--- config.mk ---
export PLATFORM = sky130hd
export DESIGN_NAME = seq_alu
export DESIGN_NICKNAME = d
export VERILOG_FILES = /design/src/rtl/alu_pkg.sv /design/src/rtl/alu_muldiv_iter.sv /design/src/rtl/seq_alu.sv
export SDC_FILE = /design/constraint.sdc
export NUM_CORES = 1
export LEC_CHECK = 0
export CAP_MARGIN = 40
export CORE_UTILIZATION = 50
export CTS_CLUSTER_SIZE = 20
export DETAILED_ROUTE_END_ITERATION = 12
export PLACE_DENSITY_LB_ADDON = 0.3
export SLEW_MARGIN = 20
export SYNTH_ARGS = -nofsm -noshare
export SYNTH_HDL_FRONTEND = slang
export SYNTH_SLANG_ARGS = --single-unit
--- constraint.sdc ---
create_clock -name clk -period 7.4 [get_ports clk]
set_input_delay 2.22 -clock clk [delete_from_list [all_inputs] [get_ports clk]]
set_output_delay 2.22 -clock clk [all_outputs]
set_load 0.03 [all_outputs]
--- src/rtl/alu_pkg.sv ---
// ---------------------------------------------------------------------------
// alu_pkg -- shared definitions for the ALU family (existing ALU, decode,
// seq_alu): opcode encodings, flag bit positions and the sequencer state type.
//
// Single-cycle opcode behaviour (r = result; flags not named pass through):
//   NOP  r=0                  NOT  r=~a, Z N          MOV  r=b
//   STD  r=a (store address)  LDD  r=b (load address)
//   INC  r=a+1, Z N C         DEC  r=a-1, Z N C(borrow)
//   ADD  r=a+b, V Z N C       SUB  r=a-b, V Z N C(borrow)
//   AND  r=a&b, Z N           OR   r=a|b, Z N
//   SHL  r=a<<b, Z N C        SHR  r=a>>b, Z N C
//   SETC r=0, C=1             CLRC r=0, C=0
//   JZ   r=a (target), Z=0    JN   r=a, N=0    JC  r=a, C=0    JMP r=a
// Iterative: MUL (unsigned product), DIV (unsigned quotient/remainder).
// Encodings >= OP_COUNT are undefined and decode to NOP.
// ---------------------------------------------------------------------------
package alu_pkg;

    localparam int FLAG_C = 0;
    localparam int FLAG_N = 1;
    localparam int FLAG_Z = 2;
    localparam int FLAG_V = 3;

    typedef enum logic [4:0] {
        OP_NOP  = 5'd0,  OP_NOT  = 5'd1,  OP_MOV  = 5'd2,  OP_STD  = 5'd3,
        OP_LDD  = 5'd4,  OP_INC  = 5'd5,  OP_DEC  = 5'd6,  OP_ADD  = 5'd7,
        OP_SUB  = 5'd8,  OP_AND  = 5'd9,  OP_OR   = 5'd10, OP_SHL  = 5'd11,
        OP_SHR  = 5'd12, OP_SETC = 5'd13, OP_CLRC = 5'd14, OP_JZ   = 5'd15,
        OP_JN   = 5'd16, OP_JC   = 5'd17, OP_JMP  = 5'd18, OP_MUL  = 5'd19,
        OP_DIV  = 5'd20
    } alu_op_e;

    localparam int unsigned OP_COUNT = 21;

    typedef enum logic [1:0] {
        ST_IDLE = 2'd0,
        ST_BUSY = 2'd1,
        ST_DONE = 2'd2
    } alu_state_e;

    // Maps a raw opcode field onto the enum; anything undefined becomes NOP.
    function automatic alu_op_e op_decode(input logic [31:0] raw);
        return (raw < OP_COUNT) ? alu_op_e'(raw[4:0]) : OP_NOP;
    endfunction

endpackage

--- src/rtl/alu_muldiv_iter.sv ---
// ---------------------------------------------------------------------------
// alu_muldiv_iter -- one-bit-per-cycle unsigned shift-add multiplier and
// restoring divider sharing one pair of WIDTH-bit registers.
//
// Ports:
//   clk, rst_n    clock, synchronous active-low reset (aborts any operation)
//   start_i       load a_i/b_i and begin; only pulsed while idle
//   is_div_i      1 = divide a_i / b_i, 0 = multiply a_i * b_i
//   a_i, b_i      operands (b_i is the divisor for DIV, nonzero)
//   done_o        high during the last of the WIDTH iteration cycles; the
//                 final lo_o/hi_o are valid from the next cycle and held
//                 until the next start_i
//   lo_o, hi_o    MUL: {hi_o, lo_o} = product; DIV: lo_o = quotient,
//                 hi_o = remainder
// ---------------------------------------------------------------------------
module alu_muldiv_iter #(
    parameter int WIDTH = 16
) (
    input  logic             clk,
    input  logic             rst_n,
    input  logic             start_i,
    input  logic             is_div_i,
    input  logic [WIDTH-1:0] a_i,
    input  logic [WIDTH-1:0] b_i,
    output logic             done_o,
    output logic [WIDTH-1:0] lo_o,
    output logic [WIDTH-1:0] hi_o
);

    localparam int CW = $clog2(WIDTH);
    localparam logic [CW-1:0] LAST = CW'(WIDTH - 1);

    logic             run_q, run_d;
    logic             is_div_q, is_div_d;
    logic [CW-1:0]    cnt_q, cnt_d;
    logic [WIDTH-1:0] hi_q, hi_d;       // MUL partial product high / DIV remainder
    logic [WIDTH-1:0] lo_q, lo_d;       // MUL multiplier->product low / DIV dividend->quotient
    logic [WIDTH-1:0] opnd_q, opnd_d;   // multiplicand or divisor

    logic [WIDTH:0]   add_sum;
    logic [WIDTH:0]   rem_sh;
    logic [WIDTH:0]   trial;

    // NOTE: next-state logic assigns every _d a default first, so no path can leave one unassigned and infer a latch.
    always_comb begin
        run_d    = run_q;
        is_div_d = is_div_q;
        cnt_d    = cnt_q;
        hi_d     = hi_q;
        lo_d     = lo_q;
        opnd_d   = opnd_q;

        add_sum = {1'b0, hi_q} + (lo_q[0] ? {1'b0, opnd_q} : '0);
        rem_sh  = {hi_q, lo_q[WIDTH-1]};
        // The remainder is always below the divisor, so WIDTH+1 bits hold the
        // trial difference and its top bit is the borrow.
        trial   = rem_sh - {1'b0, opnd_q};

        if (start_i) begin
            run_d    = 1'b1;
            is_div_d = is_div_i;
            cnt_d    = '0;
            hi_d     = '0;
            lo_d     = a_i;
            opnd_d   = b_i;
        end else if (run_q) begin
            cnt_d = cnt_q + CW'(1);
            if (cnt_q == LAST) begin
                run_d = 1'b0;
            end
            if (is_div_q) begin
                if (!trial[WIDTH]) begin
                    hi_d = trial[WIDTH-1:0];
                    lo_d = {lo_q[WIDTH-2:0], 1'b1};
                end else begin
                    hi_d = rem_sh[WIDTH-1:0];
                    lo_d = {lo_q[WIDTH-2:0], 1'b0};
                end
            end else begin
                hi_d = add_sum[WIDTH:1];
                lo_d = {add_sum[0], lo_q[WIDTH-1:1]};
            end
        end
    end

    // NOTE: state registers update with non-blocking assignments so every flop samples pre-edge values.
    always_ff @(posedge clk) begin
        if (!rst_n) begin
            run_q    <= 1'b0;
            is_div_q <= 1'b0;
            cnt_q    <= '0;
            hi_q     <= '0;
            lo_q     <= '0;
            opnd_q   <= '0;
        end else begin
            run_q    <= run_d;
            is_div_q <= is_div_d;
            cnt_q    <= cnt_d;
            hi_q     <= hi_d;
            lo_q     <= lo_d;
            opnd_q   <= opnd_d;
        end
    end

    assign done_o = run_q && (cnt_q == LAST);
    assign lo_o   = lo_q;
    assign hi_o   = hi_q;

endmodule

--- src/rtl/seq_alu.sv ---
// ---------------------------------------------------------------------------
// seq_alu -- sequential ALU with valid/ready request and result handshakes.
// Single-cycle ops complete one cycle after acceptance; MUL and DIV (nonzero
// divisor) run on alu_muldiv_iter and complete WIDTH+1 cycles after it.
//
// Ports:
//   clk, rst_n            clock, synchronous active-low reset
//   in_valid / in_ready   request handshake (in_ready only in IDLE)
//   op, a, b, flags_in    opcode, Rdst, Rsrc/shift amount, flags {V,Z,N,C}
//   out_valid / out_ready result handshake (out_valid only in DONE)
//   result, result_hi     result; MUL high half / DIV remainder, else 0
//   flags_out             resulting flags {V,Z,N,C}
//   busy                  high whenever not IDLE
// WIDTH must be at least 4.
// ---------------------------------------------------------------------------
module seq_alu
    import alu_pkg::*;
#(
    parameter int WIDTH = 16,
    parameter int OP_W  = 5
) (
    input  logic             clk,
    input  logic             rst_n,
    input  logic             in_valid,
    output logic             in_ready,
    input  logic [OP_W-1:0]  op,
    input  logic [WIDTH-1:0] a,
    input  logic [WIDTH-1:0] b,
    input  logic [3:0]       flags_in,
    output logic             out_valid,
    input  logic             out_ready,
    output logic [WIDTH-1:0] result,
    output logic [WIDTH-1:0] result_hi,
    output logic [3:0]       flags_out,
    output logic             busy
);

    localparam int MSB = WIDTH - 1;
    localparam logic [WIDTH-1:0] SHAMT_MAX = WIDTH'(WIDTH);

    alu_state_e       state_q, state_d;
    alu_op_e          op_in, op_q;
    logic [WIDTH-1:0] a_q, b_q;
    logic [3:0]       flags_q;

    logic             accept;
    logic             iter_op;
    logic             iter_done;
    logic [WIDTH-1:0] iter_lo, iter_hi;

    logic [WIDTH-1:0] res_d, res_hi_d;
    logic [3:0]       flg_d;
    logic [WIDTH:0]   sum;
    logic [WIDTH:0]   shl_w, shr_w;

    assign op_in   = op_decode(32'(op));
    assign iter_op = (op_in == OP_MUL) || ((op_in == OP_DIV) && (b != '0));
    assign accept  = in_valid && (state_q == ST_IDLE);

    alu_muldiv_iter #(.WIDTH(WIDTH)) u_muldiv (
        .clk      (clk),
        .rst_n    (rst_n),
        .start_i  (accept && iter_op),
        .is_div_i (op_in == OP_DIV),
        .a_i      (a),
        .b_i      (b),
        .done_o   (iter_done),
        .lo_o     (iter_lo),
        .hi_o     (iter_hi)
    );

    always_ff @(posedge clk) begin
        if (!rst_n) begin
            state_q <= ST_IDLE;
            op_q    <= OP_NOP;
            a_q     <= '0;
            b_q     <= '0;
            flags_q <= '0;
        end else begin
            state_q <= state_d;
            if (accept) begin
                op_q    <= op_in;
                a_q     <= a;
                b_q     <= b;
                flags_q <= flags_in;
            end
        end
    end

    always_comb begin
        state_d   = state_q;
        in_ready  = 1'b0;
        out_valid = 1'b0;
        case (state_q)
            ST_IDLE: begin
                in_ready = 1'b1;
                if (in_valid) begin
                    state_d = iter_op ? ST_BUSY : ST_DONE;
                end
            end
            ST_BUSY: begin
                if (iter_done) begin
                    state_d = ST_DONE;
                end
            end
            ST_DONE: begin
                out_valid = 1'b1;
                if (out_ready) begin
                    state_d = ST_IDLE;
                end
            end
            default: state_d = ST_IDLE;
        endcase
    end

    // Result is a pure function of the captured request (and the held
    // iterative result), so it stays stable for the whole DONE state.
    always_comb begin
        res_d    = '0;
        res_hi_d = '0;
        flg_d    = flags_q;
        sum      = '0;
        // Bit WIDTH of shl_w / bit 0 of shr_w is the last bit shifted out
        // for amounts 1..WIDTH, and 0 for amount 0.
        shl_w    = {1'b0, a_q} << b_q;
        shr_w    = {a_q, 1'b0} >> b_q;

        case (op_q)
            OP_NOT: res_d = ~a_q;
            OP_MOV: res_d = b_q;
            OP_STD: res_d = a_q;
            OP_LDD: res_d = b_q;
            OP_INC: begin
                sum           = {1'b0, a_q} + (WIDTH+1)'(1);
                res_d         = sum[WIDTH-1:0];
                flg_d[FLAG_C] = sum[WIDTH];
            end
            OP_DEC: begin
                sum           = {1'b0, a_q} - (WIDTH+1)'(1);
                res_d         = sum[WIDTH-1:0];
                flg_d[FLAG_C] = sum[WIDTH];
            end
            OP_ADD: begin
                sum           = {1'b0, a_q} + {1'b0, b_q};
                res_d         = sum[WIDTH-1:0];
                flg_d[FLAG_C] = sum[WIDTH];
                flg_d[FLAG_V] = (a_q[MSB] == b_q[MSB]) && (sum[MSB] != a_q[MSB]);
            end
            OP_SUB: begin
                sum           = {1'b0, a_q} - {1'b0, b_q};
                res_d         = sum[WIDTH-1:0];
                flg_d[FLAG_C] = sum[WIDTH];
                flg_d[FLAG_V] = (a_q[MSB] != b_q[MSB]) && (sum[MSB] != a_q[MSB]);
            end
            OP_AND: res_d = a_q & b_q;
            OP_OR:  res_d = a_q | b_q;
            OP_SHL: begin
                if (b_q <= SHAMT_MAX) begin
                    res_d         = shl_w[WIDTH-1:0];
                    flg_d[FLAG_C] = shl_w[WIDTH];
                end else begin
                    flg_d[FLAG_C] = 1'b0;
                end
            end
            OP_SHR: begin
                if (b_q <= SHAMT_MAX) begin
                    res_d         = shr_w[WIDTH:1];
                    flg_d[FLAG_C] = shr_w[0];
                end else begin
                    flg_d[FLAG_C] = 1'b0;
                end
            end
            OP_SETC: flg_d[FLAG_C] = 1'b1;
            OP_CLRC: flg_d[FLAG_C] = 1'b0;
            OP_JZ: begin
                res_d         = a_q;
                flg_d[FLAG_Z] = 1'b0;
            end
            OP_JN: begin
                res_d         = a_q;
                flg_d[FLAG_N] = 1'b0;
            end
            OP_JC: begin
                res_d         = a_q;
                flg_d[FLAG_C] = 1'b0;
            end
            OP_JMP: res_d = a_q;
            OP_MUL: begin
                res_d         = iter_lo;
                res_hi_d      = iter_hi;
                flg_d[FLAG_Z] = ({iter_hi, iter_lo} == '0);
                flg_d[FLAG_N] = iter_hi[MSB];
                flg_d[FLAG_C] = |iter_hi;
                flg_d[FLAG_V] = |iter_hi;
            end
            OP_DIV: begin
                if (b_q == '0) begin
                    res_d         = '1;
                    res_hi_d      = a_q;
                    flg_d[FLAG_V] = 1'b1;
                end else begin
                    res_d         = iter_lo;
                    res_hi_d      = iter_hi;
                    flg_d[FLAG_Z] = (iter_lo == '0);
                    flg_d[FLAG_N] = iter_lo[MSB];
                    flg_d[FLAG_V] = 1'b0;
                end
            end
            default: ;
        endcase

        if (op_q inside {OP_NOT, OP_INC, OP_DEC, OP_ADD, OP_SUB,
                         OP_AND, OP_OR, OP_SHL, OP_SHR}) begin
            flg_d[FLAG_Z] = (res_d == '0);
            flg_d[FLAG_N] = res_d[MSB];
        end
    end

    // Outputs are forced to zero outside DONE, so a result cut short by
    // reset can never appear.
    assign result    = (state_q == ST_DONE) ? res_d    : '0;
    assign result_hi = (state_q == ST_DONE) ? res_hi_d : '0;
    assign flags_out = (state_q == ST_DONE) ? flg_d    : '0;
    assign busy      = (state_q != ST_IDLE);

endmodule

==> results of run 1 <==
-- routing by layer --
metal,vias to the layer above,GRT usage [%],routed length (um),share of wire (%)
met4,0,20.0,2910,5.2
met1,6680,62.3,22600,41
met2,1011,65.1,22900,41
met5,-,0,0,0
met3,167,9.64,7100,13
li1,6311,-,-,-
-- layout make-up --
| type | instances | share of cell area (%) |
|---|---|---|
| Clock inverter | 7 | 0.688 |
| Timing Repair Buffer | 143 | 9.77 |
| Sequential cell | 97 | 14.3 |
| Tap cell | 319 | 2.92 |
| Clock buffer | 9 | 1.65 |
| Multi-Input combinational cell | 1389 | 68.5 |
| Inverter | 78 | 2.15 |
-- power breakdown --
group          internal (uW)  switching, uW  leakage [uW]  total, uW
Sequential               540           32.2      0.000790        572
Combinational            256            450       0.00390        706
Clock                    247            282      0.000154        529
-- stage by stage --
stage	hold slack, ps	setup WS [ps]
4_1_cts	491	490
2_1_floorplan	440	886
5_1_grt	516	172
3_5_place_dp	477	908
6_report	492	195
3_3_place_gp	454	566
-- tightest hold or removal path, stage by stage (launching register included) --
cell and delay, ps:
sky130_fd_sc_hd__dfxtp_1 340, sky130_fd_sc_hd__nand2_1 50, sky130_fd_sc_hd__a21boi_0 60
-- cells in the mapped netlist (all sizes together) (20+ instances only) --
library cell	number
nor3	57
inv	74
o21ai	85
mux2i	44
dfxtp	97
nor2	124
a22oi	25
a31oi	25
mux4	20
nand3	45
nor4	30
nand4	23
o211ai	40
ha	83
a211oi	26
and2	35
clkbuf	113
a21boi	73
buf	24
nand2	237
xnor2	21
a21oi	80
-- worst max-delay path by stage --
stage / start / endpoint / slack (ps) / cells past startpoint
detailed placement: b_q[1] / flags_out[2] / 910 / 11
global placement: op_q[0] / flags_out[2] / 570 / 10
global route: op_q[0] / flags_out[2] / 170 / 10
CTS: b_q[1] / flags_out[2] / 490 / 11
floorplan: b_q[2] / flags_out[0] / 890 / 14
finish: op_q[3] / flags_out[2] / 200 / 10
-- cells by family after synthesis --
kind of cell / count (synthesis)
compound gates: 513
xor+xnor: 37
fa+ha+maj: 87
buf+inv: 215
flops: 97
mux: 79
simple gates: 673
-- flip-flops by register name (all words and copies together) (netlist names) --
register / cells
a_q: 16
u_muldiv.lo_o: 16
u_muldiv.opnd_q: 16
state_q: 2
u_muldiv.cnt_q: 4
u_muldiv.run_q: 1
op_q: 5
b_q: 16
flags_q: 4
u_muldiv.hi_o: 16
u_muldiv.is_div_q: 1
==> impl_metrics.prom, run 1 <==
# TYPE chip_impl_metric gauge
chip_impl_metric{name="cts_repair_resize_count",unit=""} 0
chip_impl_metric{name="post_synth.cell_area_avg",unit="sq um"} 7.12
chip_impl_metric{name="grt_first_pass_wirelength",unit="mm"} 81.2
chip_impl_metric{name="layout-drive-gt1-share",unit="%"} 8.36
chip_impl_metric{name="worst_hold_path.num_cells",unit=""} 2
chip_impl_metric{name="clk-insertion-delay-late",unit="ps"} 380
chip_impl_metric{name="worst-r2r-setup-slack",unit="ps"} 3070
chip_impl_metric{name="final.fill_count",unit=""} 2320
chip_impl_metric{name="tightest_slew",unit="ps"} 955
chip_impl_metric{name="timing.final.crit_share",unit="%"} 97.4
chip_impl_metric{name="area_share_of_xor_xnor_cells_in_the_synthesized_design",unit="%"} 2.68
chip_impl_info{name="dominant_combinational_cell_family_by_area_after_synthesis",value="compound AO/OA/AOI/OAI gates"} 1
chip_impl_metric{name="initial_drc_count",unit=""} 2109
chip_impl_metric{name="hold_viol_final",unit=""} 0
chip_impl_metric{name="number_of_iterations_in_the_first_detailed_routing_pass",unit=""} 6
chip_impl_metric{name="final.setup_skew",unit="ps"} 23.4
chip_impl_metric{name="fin_area",unit="sq um"} 13600
chip_impl_metric{name="grtUsageTotal",unit="%"} 44.6
chip_impl_metric{name="cp_max_fo",unit=""} 23
chip_impl_info{name="worst_hold_path.endpoint",value="flags_q[1]"} 1
chip_impl_info{name="most_common_cell_after_layout_fill_and_taps_aside",value="sky130_fd_sc_hd__nand2_1"} 1
chip_impl_metric{name="portBuffers",unit=""} 83
chip_impl_info{name="crit_path_cell_trace",value="nor2b_1 > o21a_1 > a222oi_1 > nor4b_1 > nand3_1 > nor4_1 > nand4_1 > nor4_1 > a31o_1 > buf_12"} 1
chip_impl_metric{name="antenna_found_initial",unit=""} 0
chip_impl_metric{name="final_nets",unit=""} 1850
chip_impl_info{name="synth_area_leader_cell",value="sky130_fd_sc_hd__dfxtp_1"} 1
chip_impl_metric{name="synthesis.nets",unit=""} 1833
chip_impl_metric{name="worst-path-buf-inv",unit=""} 1
chip_impl_metric{name="synthesis.instances",unit=""} 1701
chip_impl_metric{name="post-route-util",unit="%"} 57.8
chip_impl_metric{name="multi_input_comb_area",unit="sq um"} 9350
chip_impl_metric{name="detailed_place_hpwl",unit="mm"} 42.4
chip_impl_metric{name="vias",unit=""} 14200
chip_impl_metric{name="synth_seq_area_share",unit="%"} 16.0
chip_impl_info{name="r2r_start",value="u_muldiv.lo_o[15]"} 1
chip_impl_metric{name="worst_max_slew_margin_expressed_relative_to_the_limit",unit="%"} 36.3
chip_impl_metric{name="die_height",unit="um"} 158
chip_impl_info{name="critPathCaptureType",value="output pin"} 1
chip_impl_metric{name="yosys.cell_types.count",unit=""} 76
chip_impl_metric{name="totalPowerFinal",unit="uW"} 1810
chip_impl_info{name="timing.critical_path.mode_cell",value="sky130_fd_sc_hd__nor4_1"} 1
chip_impl_metric{name="cp.arrival",unit="ps"} 4980
chip_impl_metric{name="tritoncts_num_sinks",unit=""} 97
chip_impl_metric{name="antenna_cells_inserted",unit=""} 0
chip_impl_metric{name="numCtsBuffers",unit=""} 9
chip_impl_metric{name="post_drt_wl_per_cell",unit="um"} 27.2
chip_impl_info{name="synth.area.top_cells",value="sky130_fd_sc_hd__dfxtp_1, sky130_fd_sc_hd__ha_1, sky130_fd_sc_hd__nand2_1"} 1
chip_impl_metric{name="cts.clk_slew.worst_paths",unit="ps"} 100
chip_impl_metric{name="num_io_pins",unit=""} 84
chip_impl_info{name="min-delay-path-class",value="flop to flop"} 1
chip_impl_metric{name="yosys_register_bits",unit=""} 97
chip_impl_metric{name="place.gp.congestion",unit=""} 1.06
chip_impl_metric{name="synth_area_in_compound_gates",unit="%"} 29.4
chip_impl_info{name="most-common-layout-cells",value="sky130_fd_sc_hd__nand2_1, sky130_fd_sc_hd__nor2_1, sky130_fd_sc_hd__dfxtp_1"} 1
chip_impl_metric{name="synth_edf_count",unit=""} 0
chip_impl_metric{name="required",unit="ps"} 5180
chip_impl_metric{name="route.detailed.vias_per_inst",unit=""} 6.94
chip_impl_metric{name="synth_async_sr_flop_share",unit="%"} 0
chip_impl_metric{name="synth_cell_area",unit="sq um"} 12100
chip_impl_metric{name="drt_drc_violations_left",unit=""} 0
chip_impl_metric{name="pin_count_of_the_biggest_net_entering_global_routing",unit=""} 80
chip_impl_info{name="critical_path.reg2reg.endpoint",value="u_muldiv.hi_o[6]"} 1
chip_impl_metric{name="fp-row-count",unit=""} 56
chip_impl_metric{name="p_per_area",unit="nW/um^2"} 132
chip_impl_metric{name="starting_density_of_the_core",unit="%"} 51.3
chip_impl_metric{name="final_max_slew_viol_count",unit=""} 0
chip_impl_metric{name="instances_no_fill",unit=""} 2042
chip_impl_metric{name="first_global_vias",unit=""} 12700
chip_impl_metric{name="vdd_ir_drop_max",unit="uV"} 104
chip_impl_info{name="worst_hold_startpoint",value="flags_q[1]"} 1
chip_impl_metric{name="ctsLongestPathBuffers",unit=""} 2
chip_impl_metric{name="ctsHtreeMaxLevel",unit=""} 3
chip_impl_metric{name="postCtsSetupBuffers",unit=""} 0
chip_impl_metric{name="floorplan.die.width",unit="um"} 158
chip_impl_metric{name="synth_warnings",unit=""} 0
chip_impl_metric{name="global_route_overflow",unit=""} 0
chip_impl_info{name="crit_path_top_delay_cell",value="sky130_fd_sc_hd__dfxtp_1"} 1
chip_impl_metric{name="clock.fmax",unit="GHz"} 0.139
chip_impl_metric{name="timing.setup.tns",unit="ps"} 0
chip_impl_info{name="ctsRootBufferMaster",value="sky130_fd_sc_hd__clkbuf_16"} 1
chip_impl_metric{name="synth_simple_gate_area_share",unit="%"} 27.1
chip_impl_metric{name="leakage",unit="uW"} 0.00484
chip_impl_metric{name="max_cap_violations",unit=""} 0
chip_impl_info{name="criticalPathCategory",value="flop to output pin"} 1
chip_impl_metric{name="synth-adder-area-share",unit="%"} 9.24
chip_impl_metric{name="synth.top_cell.area_share",unit="%"} 16.0
chip_impl_metric{name="rr_worst_depth",unit=""} 13
chip_impl_metric{name="placedCellCount",unit=""} 2025
chip_impl_info{name="yosys_most_used_dff",value="sky130_fd_sc_hd__dfxtp_1"} 1
chip_impl_metric{name="setup_viol",unit=""} 0
chip_impl_metric{name="antenna_violating_nets_post_route",unit=""} 0
chip_impl_metric{name="area_delta_synth_final",unit="%"} 12.7
chip_impl_metric{name="ff_latch_area",unit="sq um"} 1950
chip_impl_info{name="critPathTopFamily",value="simple AND/OR/NAND/NOR gates"} 1
chip_impl_metric{name="postRouteWirelength",unit="mm"} 55.6
chip_impl_metric{name="final_period_minus_worst_setup_slack",unit="ps"} 7200
chip_impl_metric{name="synth_mux_area_share",unit="%"} 8.75
chip_impl_metric{name="fp.dieArea",unit="sq um"} 24800
chip_impl_info{name="clock_tree_from_tritoncts",value="done"} 1
chip_impl_metric{name="cts.hold.buffers_added",unit=""} 0
chip_impl_metric{name="placeableCoreArea",unit="sq um"} 23600
chip_impl_info{name="setup_repair_after_global_routing_missed_its_margin",value="no"} 1
chip_impl_info{name="worstSetupStartpointType",value="flop"} 1
chip_impl_info{name="run_status",value="finished, final reports clean"} 1
chip_impl_metric{name="critPathMaxStageDelay",unit="ps"} 830
chip_impl_metric{name="placed_cell_area",unit="sq um"} 13300
No activity file was read; power rests on OpenSTA's default activity.
==> run 2, diff against run 1 <==
--- a/config.mk
+++ b/config.mk
@@ -7,6 +7,7 @@
 export LEC_CHECK = 0
 export CAP_MARGIN = 40
 export CORE_UTILIZATION = 50
+export CTS_BUF_LIST = sky130_fd_sc_hd__clkbuf_16
 export CTS_CLUSTER_SIZE = 20
 export DETAILED_ROUTE_END_ITERATION = 12
 export PLACE_DENSITY_LB_ADDON = 0.3
==> results of run 2 <==
Same layout as run 1: the final DEF is identical, and so are final timing and power.
